<file path="config.mk">
export PLATFORM = sky130hd
export DESIGN_NAME = ram_dp_port_arbiter_flat
export DESIGN_NICKNAME = d
export VERILOG_FILES = /design/src/rtl/ram_ctrl_pkg.sv /design/src/rtl/ram_dp_port_arbiter_if.sv /design/src/rtl/rr_arbiter2.sv /design/src/rtl/ram_dp_port_arbiter.sv /design/src/flat_wrapper.sv
export SDC_FILE = /design/constraint.sdc
export NUM_CORES = 1
export LEC_CHECK = 0
export ABC_CLOCK_PERIOD_IN_PS = 2000
export CELL_PAD_IN_SITES_DETAIL_PLACEMENT = 1
export CELL_PAD_IN_SITES_GLOBAL_PLACEMENT = 2
export CORE_UTILIZATION = 20
export CTS_CLUSTER_SIZE = 40
export DETAILED_ROUTE_END_ITERATION = 8
export PLACE_DENSITY_LB_ADDON = 0.12
export SYNTH_ARGS = -nofsm -noshare
export SYNTH_HDL_FRONTEND = slang
export SYNTH_HIERARCHICAL = 1
export SYNTH_SLANG_ARGS = --single-unit
</file>
<file path="constraint.sdc">
create_clock -name clk -period 2 [get_ports clk]
set_input_delay 0.4 -clock clk [delete_from_list [all_inputs] [get_ports clk]]
set_output_delay 0.4 -clock clk [all_outputs]
set_load 0.05 [all_outputs]
</file>
<file path="src/rtl/ram_ctrl_pkg.sv">
// Shared types and defaults for the dual-port RAM arbiter: FSM states, requester id, widths.
package ram_ctrl_pkg;

    localparam int unsigned DATA_WIDTH_DEF = 16;
    localparam int unsigned ADDR_WIDTH_DEF = 6;

    typedef enum logic [1:0] {
        ST_IDLE   = 2'd0,
        ST_ACCESS = 2'd1,
        ST_DONE   = 2'd2
    } state_t;

    typedef enum logic {
        REQ_ID_0 = 1'b0,
        REQ_ID_1 = 1'b1
    } req_id_t;

endpackage

</file>
<file path="src/rtl/ram_dp_port_arbiter_if.sv">
// Requester-side bundle of the RAM arbiter: two request channels and their responses.
interface ram_dp_port_arbiter_if
    import ram_ctrl_pkg::*;
#(
    parameter int unsigned DATA_WIDTH = DATA_WIDTH_DEF,
    parameter int unsigned ADDR_WIDTH = ADDR_WIDTH_DEF
) ();

    logic                  req0_valid;
    logic                  req0_we;
    logic [ADDR_WIDTH-1:0] req0_addr;
    logic [DATA_WIDTH-1:0] req0_wdata;
    logic                  req0_ready;
    logic                  rsp0_valid;
    logic [DATA_WIDTH-1:0] rsp0_rdata;

    logic                  req1_valid;
    logic                  req1_we;
    logic [ADDR_WIDTH-1:0] req1_addr;
    logic [DATA_WIDTH-1:0] req1_wdata;
    logic                  req1_ready;
    logic                  rsp1_valid;
    logic [DATA_WIDTH-1:0] rsp1_rdata;

    modport master (
        output req0_valid, req0_we, req0_addr, req0_wdata,
        output req1_valid, req1_we, req1_addr, req1_wdata,
        input  req0_ready, rsp0_valid, rsp0_rdata,
        input  req1_ready, rsp1_valid, rsp1_rdata
    );

    modport slave (
        input  req0_valid, req0_we, req0_addr, req0_wdata,
        input  req1_valid, req1_we, req1_addr, req1_wdata,
        output req0_ready, rsp0_valid, rsp0_rdata,
        output req1_ready, rsp1_valid, rsp1_rdata
    );

endinterface

</file>
<file path="src/rtl/rr_arbiter2.sv">
// Two-way grant logic: round-robin on ties, or fixed priority to requester 0 when
// RAM_ARB_FIXED_PRIO_EN is defined. grant_c is combinational one-hot.
module rr_arbiter2
    import ram_ctrl_pkg::*;
(
    input  logic       clk,
    input  logic       rst,
    input  logic [1:0] req,
    input  logic       accept,
    output logic [1:0] grant_c
);

`ifdef RAM_ARB_FIXED_PRIO_EN
    logic unused_ptr_inputs;
    assign unused_ptr_inputs = ^{clk, rst, accept};

    always_comb begin
        grant_c = 2'b00;
        if (req[0]) begin
            grant_c = 2'b01;
        end else if (req[1]) begin
            grant_c = 2'b10;
        end
    end
`else
    req_id_t last_q;

    // Last-grant pointer; starts at 1 so requester 0 wins the first tie.
    always_ff @(posedge clk) begin
        if (rst) begin
            last_q <= REQ_ID_1;
        end else if (accept) begin
            last_q <= grant_c[1] ? REQ_ID_1 : REQ_ID_0;
        end
    end

    always_comb begin
        grant_c = req;
        if (req == 2'b11) begin
            grant_c = (last_q == REQ_ID_0) ? 2'b10 : 2'b01;
        end
    end
`endif

endmodule

</file>
<file path="src/rtl/ram_dp_port_arbiter.sv">
// Arbitrates two requesters onto one asynchronous SRAM port, one access per 3 cycles.
// Tie-break mode selected by RAM_ARB_FIXED_PRIO_EN (see rr_arbiter2).
module ram_dp_port_arbiter
    import ram_ctrl_pkg::*;
#(
    parameter int unsigned DATA_WIDTH = DATA_WIDTH_DEF,
    parameter int unsigned ADDR_WIDTH = ADDR_WIDTH_DEF
) (
    input  logic                  clk,
    input  logic                  rst,
    ram_dp_port_arbiter_if.slave  bus,
    output logic [ADDR_WIDTH-1:0] ram_address,
    output logic                  ram_cs,
    output logic                  ram_we,
    output logic                  ram_oe,
    output logic [DATA_WIDTH-1:0] ram_wdata,
    output logic                  ram_wdata_oe,
    input  logic [DATA_WIDTH-1:0] ram_rdata,
    output logic                  busy
);

    state_t                state_q, state_n;
    req_id_t               owner_q, owner_n;
    logic                  we_q, we_n;

    logic [1:0]            grant_c;
    logic                  accept_c;
    req_id_t               acc_id_c;
    logic                  acc_we_c;
    logic [ADDR_WIDTH-1:0] acc_addr_c;
    logic [DATA_WIDTH-1:0] acc_wdata_c;

    logic [ADDR_WIDTH-1:0] ram_address_n;
    logic [DATA_WIDTH-1:0] ram_wdata_n;
    logic                  ram_cs_n, ram_we_n, ram_oe_n, ram_wdata_oe_n, busy_n;
    logic [1:0]            rsp_valid_q, rsp_valid_n;
    logic [DATA_WIDTH-1:0] rsp0_rdata_q, rsp0_rdata_n;
    logic [DATA_WIDTH-1:0] rsp1_rdata_q, rsp1_rdata_n;

    rr_arbiter2 u_arb (
        .clk     (clk),
        .rst     (rst),
        .req     ({bus.req1_valid, bus.req0_valid}),
        .accept  (accept_c),
        .grant_c (grant_c)
    );

    // Ready is combinational and only offered while idle and out of reset.
    assign bus.req0_ready = (state_q == ST_IDLE) && !rst && grant_c[0];
    assign bus.req1_ready = (state_q == ST_IDLE) && !rst && grant_c[1];
    assign accept_c       = (bus.req0_valid && bus.req0_ready) ||
                            (bus.req1_valid && bus.req1_ready);

    assign bus.rsp0_valid = rsp_valid_q[0];
    assign bus.rsp1_valid = rsp_valid_q[1];
    assign bus.rsp0_rdata = rsp0_rdata_q;
    assign bus.rsp1_rdata = rsp1_rdata_q;

    always_comb begin
        acc_id_c    = REQ_ID_0;
        acc_we_c    = bus.req0_we;
        acc_addr_c  = bus.req0_addr;
        acc_wdata_c = bus.req0_wdata;
        if (grant_c[1]) begin
            acc_id_c    = REQ_ID_1;
            acc_we_c    = bus.req1_we;
            acc_addr_c  = bus.req1_addr;
            acc_wdata_c = bus.req1_wdata;
        end
    end

    // Next state plus next value of every registered output (outputs follow the next state).
    always_comb begin
        state_n        = state_q;
        owner_n        = owner_q;
        we_n           = we_q;
        ram_address_n  = ram_address;
        ram_wdata_n    = ram_wdata;
        ram_cs_n       = 1'b0;
        ram_we_n       = 1'b0;
        ram_oe_n       = 1'b0;
        ram_wdata_oe_n = 1'b0;
        rsp_valid_n    = 2'b00;
        rsp0_rdata_n   = '0;
        rsp1_rdata_n   = '0;
        busy_n         = 1'b0;

        unique case (state_q)
            ST_IDLE: begin
                ram_address_n = '0;
                ram_wdata_n   = '0;
                if (accept_c) begin
                    state_n        = ST_ACCESS;
                    owner_n        = acc_id_c;
                    we_n           = acc_we_c;
                    ram_address_n  = acc_addr_c;
                    ram_wdata_n    = acc_wdata_c;
                    ram_cs_n       = 1'b1;
                    ram_we_n       = acc_we_c;
                    ram_oe_n       = !acc_we_c;
                    ram_wdata_oe_n = acc_we_c;
                end
            end
            ST_ACCESS: begin
                // Write data keeps driving the bus one cycle past we falling.
                state_n        = ST_DONE;
                ram_wdata_oe_n = we_q;
                if (owner_q == REQ_ID_1) begin
                    rsp_valid_n[1] = 1'b1;
                    rsp1_rdata_n   = we_q ? '0 : ram_rdata;
                end else begin
                    rsp_valid_n[0] = 1'b1;
                    rsp0_rdata_n   = we_q ? '0 : ram_rdata;
                end
            end
            ST_DONE: begin
                state_n       = ST_IDLE;
                ram_address_n = '0;
                ram_wdata_n   = '0;
            end
            default: begin
                state_n       = ST_IDLE;
                ram_address_n = '0;
                ram_wdata_n   = '0;
            end
        endcase

        busy_n = (state_n != ST_IDLE);
    end

    always_ff @(posedge clk) begin
        if (rst) begin
            state_q      <= ST_IDLE;
            owner_q      <= REQ_ID_0;
            we_q         <= 1'b0;
            ram_address  <= '0;
            ram_wdata    <= '0;
            ram_cs       <= 1'b0;
            ram_we       <= 1'b0;
            ram_oe       <= 1'b0;
            ram_wdata_oe <= 1'b0;
            busy         <= 1'b0;
            rsp_valid_q  <= 2'b00;
            rsp0_rdata_q <= '0;
            rsp1_rdata_q <= '0;
        end else begin
            state_q      <= state_n;
            owner_q      <= owner_n;
            we_q         <= we_n;
            ram_address  <= ram_address_n;
            ram_wdata    <= ram_wdata_n;
            ram_cs       <= ram_cs_n;
            ram_we       <= ram_we_n;
            ram_oe       <= ram_oe_n;
            ram_wdata_oe <= ram_wdata_oe_n;
            busy         <= busy_n;
            rsp_valid_q  <= rsp_valid_n;
            rsp0_rdata_q <= rsp0_rdata_n;
            rsp1_rdata_q <= rsp1_rdata_n;
        end
    end

endmodule

</file>
<file path="src/flat_wrapper.sv">
// flat-port wrapper written by rule: the top's interface ports become plain ports
module ram_dp_port_arbiter_flat import ram_ctrl_pkg::*;
#(
    parameter int unsigned DATA_WIDTH = DATA_WIDTH_DEF,
    parameter int unsigned ADDR_WIDTH = ADDR_WIDTH_DEF
)
  (clk, rst, ram_address, ram_cs, ram_we, ram_oe, ram_wdata, ram_wdata_oe, ram_rdata, busy, bus_req0_valid, bus_req0_we, bus_req0_addr, bus_req0_wdata, bus_req1_valid, bus_req1_we, bus_req1_addr, bus_req1_wdata, bus_req0_ready, bus_rsp0_valid, bus_rsp0_rdata, bus_req1_ready, bus_rsp1_valid, bus_rsp1_rdata);
  ram_dp_port_arbiter_if #(.DATA_WIDTH(DATA_WIDTH), .ADDR_WIDTH(ADDR_WIDTH)) bus_i ();
  input  logic clk;
  input  logic rst;
  output logic [ADDR_WIDTH-1:0] ram_address;
  output logic ram_cs;
  output logic ram_we;
  output logic ram_oe;
  output logic [DATA_WIDTH-1:0] ram_wdata;
  output logic ram_wdata_oe;
  input  logic [DATA_WIDTH-1:0] ram_rdata;
  output logic busy;
  input wire logic [$bits(bus_i.req0_valid)-1:0] bus_req0_valid;
  input wire logic [$bits(bus_i.req0_we)-1:0] bus_req0_we;
  input wire logic [$bits(bus_i.req0_addr)-1:0] bus_req0_addr;
  input wire logic [$bits(bus_i.req0_wdata)-1:0] bus_req0_wdata;
  input wire logic [$bits(bus_i.req1_valid)-1:0] bus_req1_valid;
  input wire logic [$bits(bus_i.req1_we)-1:0] bus_req1_we;
  input wire logic [$bits(bus_i.req1_addr)-1:0] bus_req1_addr;
  input wire logic [$bits(bus_i.req1_wdata)-1:0] bus_req1_wdata;
  output wire logic [$bits(bus_i.req0_ready)-1:0] bus_req0_ready;
  output wire logic [$bits(bus_i.rsp0_valid)-1:0] bus_rsp0_valid;
  output wire logic [$bits(bus_i.rsp0_rdata)-1:0] bus_rsp0_rdata;
  output wire logic [$bits(bus_i.req1_ready)-1:0] bus_req1_ready;
  output wire logic [$bits(bus_i.rsp1_valid)-1:0] bus_rsp1_valid;
  output wire logic [$bits(bus_i.rsp1_rdata)-1:0] bus_rsp1_rdata;
  assign bus_i.req0_valid = bus_req0_valid;
  assign bus_i.req0_we = bus_req0_we;
  assign bus_i.req0_addr = bus_req0_addr;
  assign bus_i.req0_wdata = bus_req0_wdata;
  assign bus_i.req1_valid = bus_req1_valid;
  assign bus_i.req1_we = bus_req1_we;
  assign bus_i.req1_addr = bus_req1_addr;
  assign bus_i.req1_wdata = bus_req1_wdata;
  assign bus_req0_ready = bus_i.req0_ready;
  assign bus_rsp0_valid = bus_i.rsp0_valid;
  assign bus_rsp0_rdata = bus_i.rsp0_rdata;
  assign bus_req1_ready = bus_i.req1_ready;
  assign bus_rsp1_valid = bus_i.rsp1_valid;
  assign bus_rsp1_rdata = bus_i.rsp1_rdata;
  ram_dp_port_arbiter #(.DATA_WIDTH(DATA_WIDTH), .ADDR_WIDTH(ADDR_WIDTH)) u_core (.clk(clk), .rst(rst), .bus(bus_i), .ram_address(ram_address), .ram_cs(ram_cs), .ram_we(ram_we), .ram_oe(ram_oe), .ram_wdata(ram_wdata), .ram_wdata_oe(ram_wdata_oe), .ram_rdata(ram_rdata), .busy(busy));
endmodule
</file>
==> out/summary.txt <==
STA
------------------------------------------------------------------------------------
Tmin final ............................................................      1920 ps
Max Fclk ..............................................................      522 MHz
Slew HR ...............................................................        63.1%
Max Slew Vio Count ....................................................            0
Worst-margin pin slew .................................................       552 ps
Final clock period utilization by the worst path ......................        95.8%
Final setup violation count ...........................................            0
Setup TNS .............................................................         0 ps
Setup Skew ............................................................      7.09 ps
Final worst-path setup slack ..........................................      84.0 ps
RSZ-0062 raised after global routing ..................................           no
Hold violation total from the final report ............................            0

DETAILED ROUTING
------------------------------------------------------------------------------------
Initial drt markers ...................................................           35
Routed wire length per instance .......................................      12.9 um
Aggregate routed wire length ..........................................      6500 um
Vias post-DR ..........................................................         1972
First-pass DRT Iterations .............................................            4
Post-route DRC violation count ........................................            0
Per-cell via count in the routed design ...............................         3.93
Post-route ant nets ...................................................            0

CLOCK TREE
------------------------------------------------------------------------------------
Number of buffers added by the clock tree synthesis step ..............            9
Clock insertion delay at the later pin of the skew report .............       330 ps
Root Driver ...........................................................     clkbuf_8
Number of H-tree branching levels .....................................            3
CTS tree ..............................................................         done
Clock transition at path regs .........................................        60 ps
CTS Buffer Depth ......................................................            2
Number of clock sinks .................................................           66

FLOORPLANNING
------------------------------------------------------------------------------------
Initial cell density of the core ......................................        20.8%
Placeable core region .................................................    10400 um2
Placement Rows ........................................................           37
Die area ..............................................................    11200 um2
Die outline width .....................................................       106 um
I/O pins ..............................................................          129
Vertical extent of the die ............................................       106 um

WORST SETUP PATH
------------------------------------------------------------------------------------
Endpoint of the worst-slack reg-to-reg timing path .................... u_core/u_arb/last_q
Cells along the critical path ......................................... clkdlybuf4s50_1, a21boi_4, and2_1, buf_12
Longest individual stage delay on the worst path ......................       530 ps
Endpoint kind of the worst setup timing path .......................... primary output
Arrival time of data at the critical path endpoint ....................      1520 ps
WP data required ......................................................      1600 ps
Worst-path fanout max .................................................            4
Startpoint kind of the worst setup timing path ........................ primary input
Class of the most critical setup path ................................. primary input to primary output
Depth of the worst register-to-register path ..........................            7
Count of buffering cells on the critical path with inverters included .            2
Slowest library cell on the worst path ................................ clkdlybuf4s50_1
Startpoint of the most critical register-to-register path ............. u_core/u_arb/last_q
Internal reg-to-reg setup slack .......................................       560 ps
Family of cells with the greatest summed delay on the critical path ... buffers and inverters

FINISH
------------------------------------------------------------------------------------
Layout cells sized above 1 ............................................        9.56%
Number of filler cells placed in the layout ...........................         1201
Final Instance Area ...................................................     3900 um2
Number of standard cells in the final layout excluding fillers ........          502
Final net count .......................................................          429
Final Core Density ....................................................        37.5%
Antenna diode instance count ..........................................            0
Synthesis-to-layout area growth .......................................        80.4%

PLACE
------------------------------------------------------------------------------------
Detailed Place HPWL ...................................................      4920 um
Input/output buffers ..................................................          128
Setup Slack @ Placement ...............................................     -52.1 ps
Dpl cells .............................................................          486
Post-Place Cell Area ..................................................     3690 um2
GP Congestion .........................................................        0.693

LOGIC SYNTHESIS
------------------------------------------------------------------------------------
Instance count of the mapped netlist ..................................          222
Synthesized Nets ......................................................          288
Most common cell in the netlist .......................................      dfxtp_1
Top cell types by occurrence after synthesis .......................... 66 x dfxtp_1, 39 x nand2_1, 33 x nor2_1
YS warnings ...........................................................            6
Synth top area share ..................................................        61.1%
Share of synthesized registers carrying an async set or reset .........           0%
Number of enable-type register cells in the synthesized netlist .......            0
Yosys reg bits ........................................................           66
Top flip-flop cell by instance count after synthesis ..................      dfxtp_1
Largest area contributor in the synthesized netlist ...................      dfxtp_1
Unique cell type count in the Yosys netlist ...........................           29
Share of the yosys chip area belonging to registers ...................        61.1%
Synthesized cell area .................................................     2160 um2
Syn avg cell area .....................................................     9.74 um2
Leading cell types by total area after synthesis ...................... dfxtp_1 61%, mux2i_1 11%, nand2_1 6.8%, nor2_1 5.7%, o21ai_0 5.3%

PWR
------------------------------------------------------------------------------------
Fraction of power consumed by combinational cells .....................        18.0%
Pwr per Cell Area .....................................................   777 nW/um2
Leakage Power .........................................................   0.00155 uW
Net Sw Frac ...........................................................        25.7%
Worst supply voltage drop on vdd ......................................   0.000262 V
Sequential power share ................................................        45.6%
Sw power ..............................................................       778 uW
Design internal power .................................................      2250 uW
Clock share of power ..................................................        36.4%

GRT
------------------------------------------------------------------------------------
Remaining global-route overflow .......................................            0
First-pass GRT wire length ............................................     10100 um
Largest net degree at the start of global routing .....................           23
Aggregate global-route resource usage .................................        12.1%
Initial antenna violation count .......................................            0
Via count of the first global-routing pass ............................         1941

WORST HOLD PATH
------------------------------------------------------------------------------------
Path type of the worst min-delay path ................................. flop to flop
Worst Hold Launch ..................................................... u_core/ram_address[5]
Hold Crit Endpoint .................................................... u_core/ram_address[5]
Worst hold path depth .................................................            2

RUN STATUS
------------------------------------------------------------------------------------
Status ................................................................ finished, final reports clean

RUN
------------------------------------------------------------------------------------
Maximum capacitance violations ........................................            0

==> layout make-up <==
class / instances / area (um2) / share of cell area [%]
clock buffer: 12 / 155 / 3.98
inverter: 7 / 26.3 / 0.674
sequential: 66 / 1320 / 33.9
timing repair buffer: 141 / 1420 / 36.3
tap: 136 / 170 / 4.36
clock inverter: 2 / 37.5 / 0.962
multi-input combinational: 138 / 774 / 19.9
==> worst reg2reg max path, cell delays in order, from the launching register on <==
cell and delay (ps):
dfxtp_1 390, inv_1 60, a21boi_1 190, a22o_1 190, nand2_1 100, inv_1 100, nor2b_1 50, a211o_1 250
==> registers in the layout (all words and copies together) (netlist names) <==
| signal | flops |
|---|---|
| u_core/ram_oe | 1 |
| u_core/bus.rsp0_rdata | 16 |
| u_core/rsp_valid_q | 2 |
| u_core/u_arb/last_q | 1 |
| u_core/busy | 1 |
| u_core/ram_we | 1 |
| u_core/we_q | 1 |
| u_core/ram_wdata | 16 |
| u_core/ram_cs | 1 |
| u_core/ram_wdata_oe | 1 |
| u_core/bus.rsp1_rdata | 16 |
| u_core/state_q | 2 |
| u_core/ram_address | 6 |
| u_core/owner_q | 1 |
==> stage by stage <==
| step | hold slack (ps) | total power, uW |
|---|---|---|
| floorplan | 435 | 1680 |
| global placement | 434 | 1960 |
| detailed placement | 443 | 1960 |
| CTS | 458 | 3100 |
| global route | 487 | 3180 |
| finish | 453 | 3030 |
==> timing repair <==
action,CTS,global route
buffers inserted,0,2
gates resized for setup,0,1
endpoints found under the setup margin,0,2
hold buffers,0,0
==> routing by layer <==
layer  GRT usage (%)  routed length [um]  up-vias
li1                -                   -      998
met1            14.6                2910      875
met2            17.1                2750       91
met4            7.14                 104        0
met3            6.01                 726        8
met5               0                   0        -
==> power groups by stage <==
stage / registers, uW / clock network, uW / logic [uW]
2_1_floorplan: 1540 / 0 / 134
3_3_place_gp: 1410 / 0 / 549
3_5_place_dp: 1410 / 0 / 550
4_1_cts: 1380 / 1160 / 552
5_1_grt: 1390 / 1210 / 587
6_report: 1380 / 1100 / 547
==> cells by family after synthesis <==
logic type	after synthesis	share of synthesized area, %
DFF	66	61.1
AOI/OAI and AO/OA	31	8.10
and+or+nand+nor	84	16.6
buffers and inverters	18	3.59
muxes	23	10.6
==> worst max path at each step <==
stage	startpoint	end	slack (ps)	cells past startpoint
after floorplan	bus_req1_valid	bus_req1_ready	90	4
after global placement	bus_req0_valid	u_core/u_arb/last_q	-20	8
after detailed placement	bus_req1_valid	u_core/u_arb/last_q	-50	7
after CTS	bus_req1_valid	bus_req1_ready	2	4
after global routing	u_core/ram_address[1]	ram_address[1]	20	1
final	bus_req1_valid	bus_req1_ready	80	4
==> cell usage in the layout, fill, tap and decap left out, drive strengths merged, types with 2 or more instances in the layout <==
master / netlist / layout
mux2i: 23 / 23
o21ai: 23 / 23
nor2: 33 / 33
and2: 2 / 2
clkdlybuf4s50: 0 / 123
clkbuf: 3 / 12
a21boi: 2 / 2
buf: 8 / 18
nor3: 3 / 3
nand2: 40 / 40
inv: 6 / 6
dfxtp: 66 / 66
No activity file was read; power rests on OpenSTA's default activity.
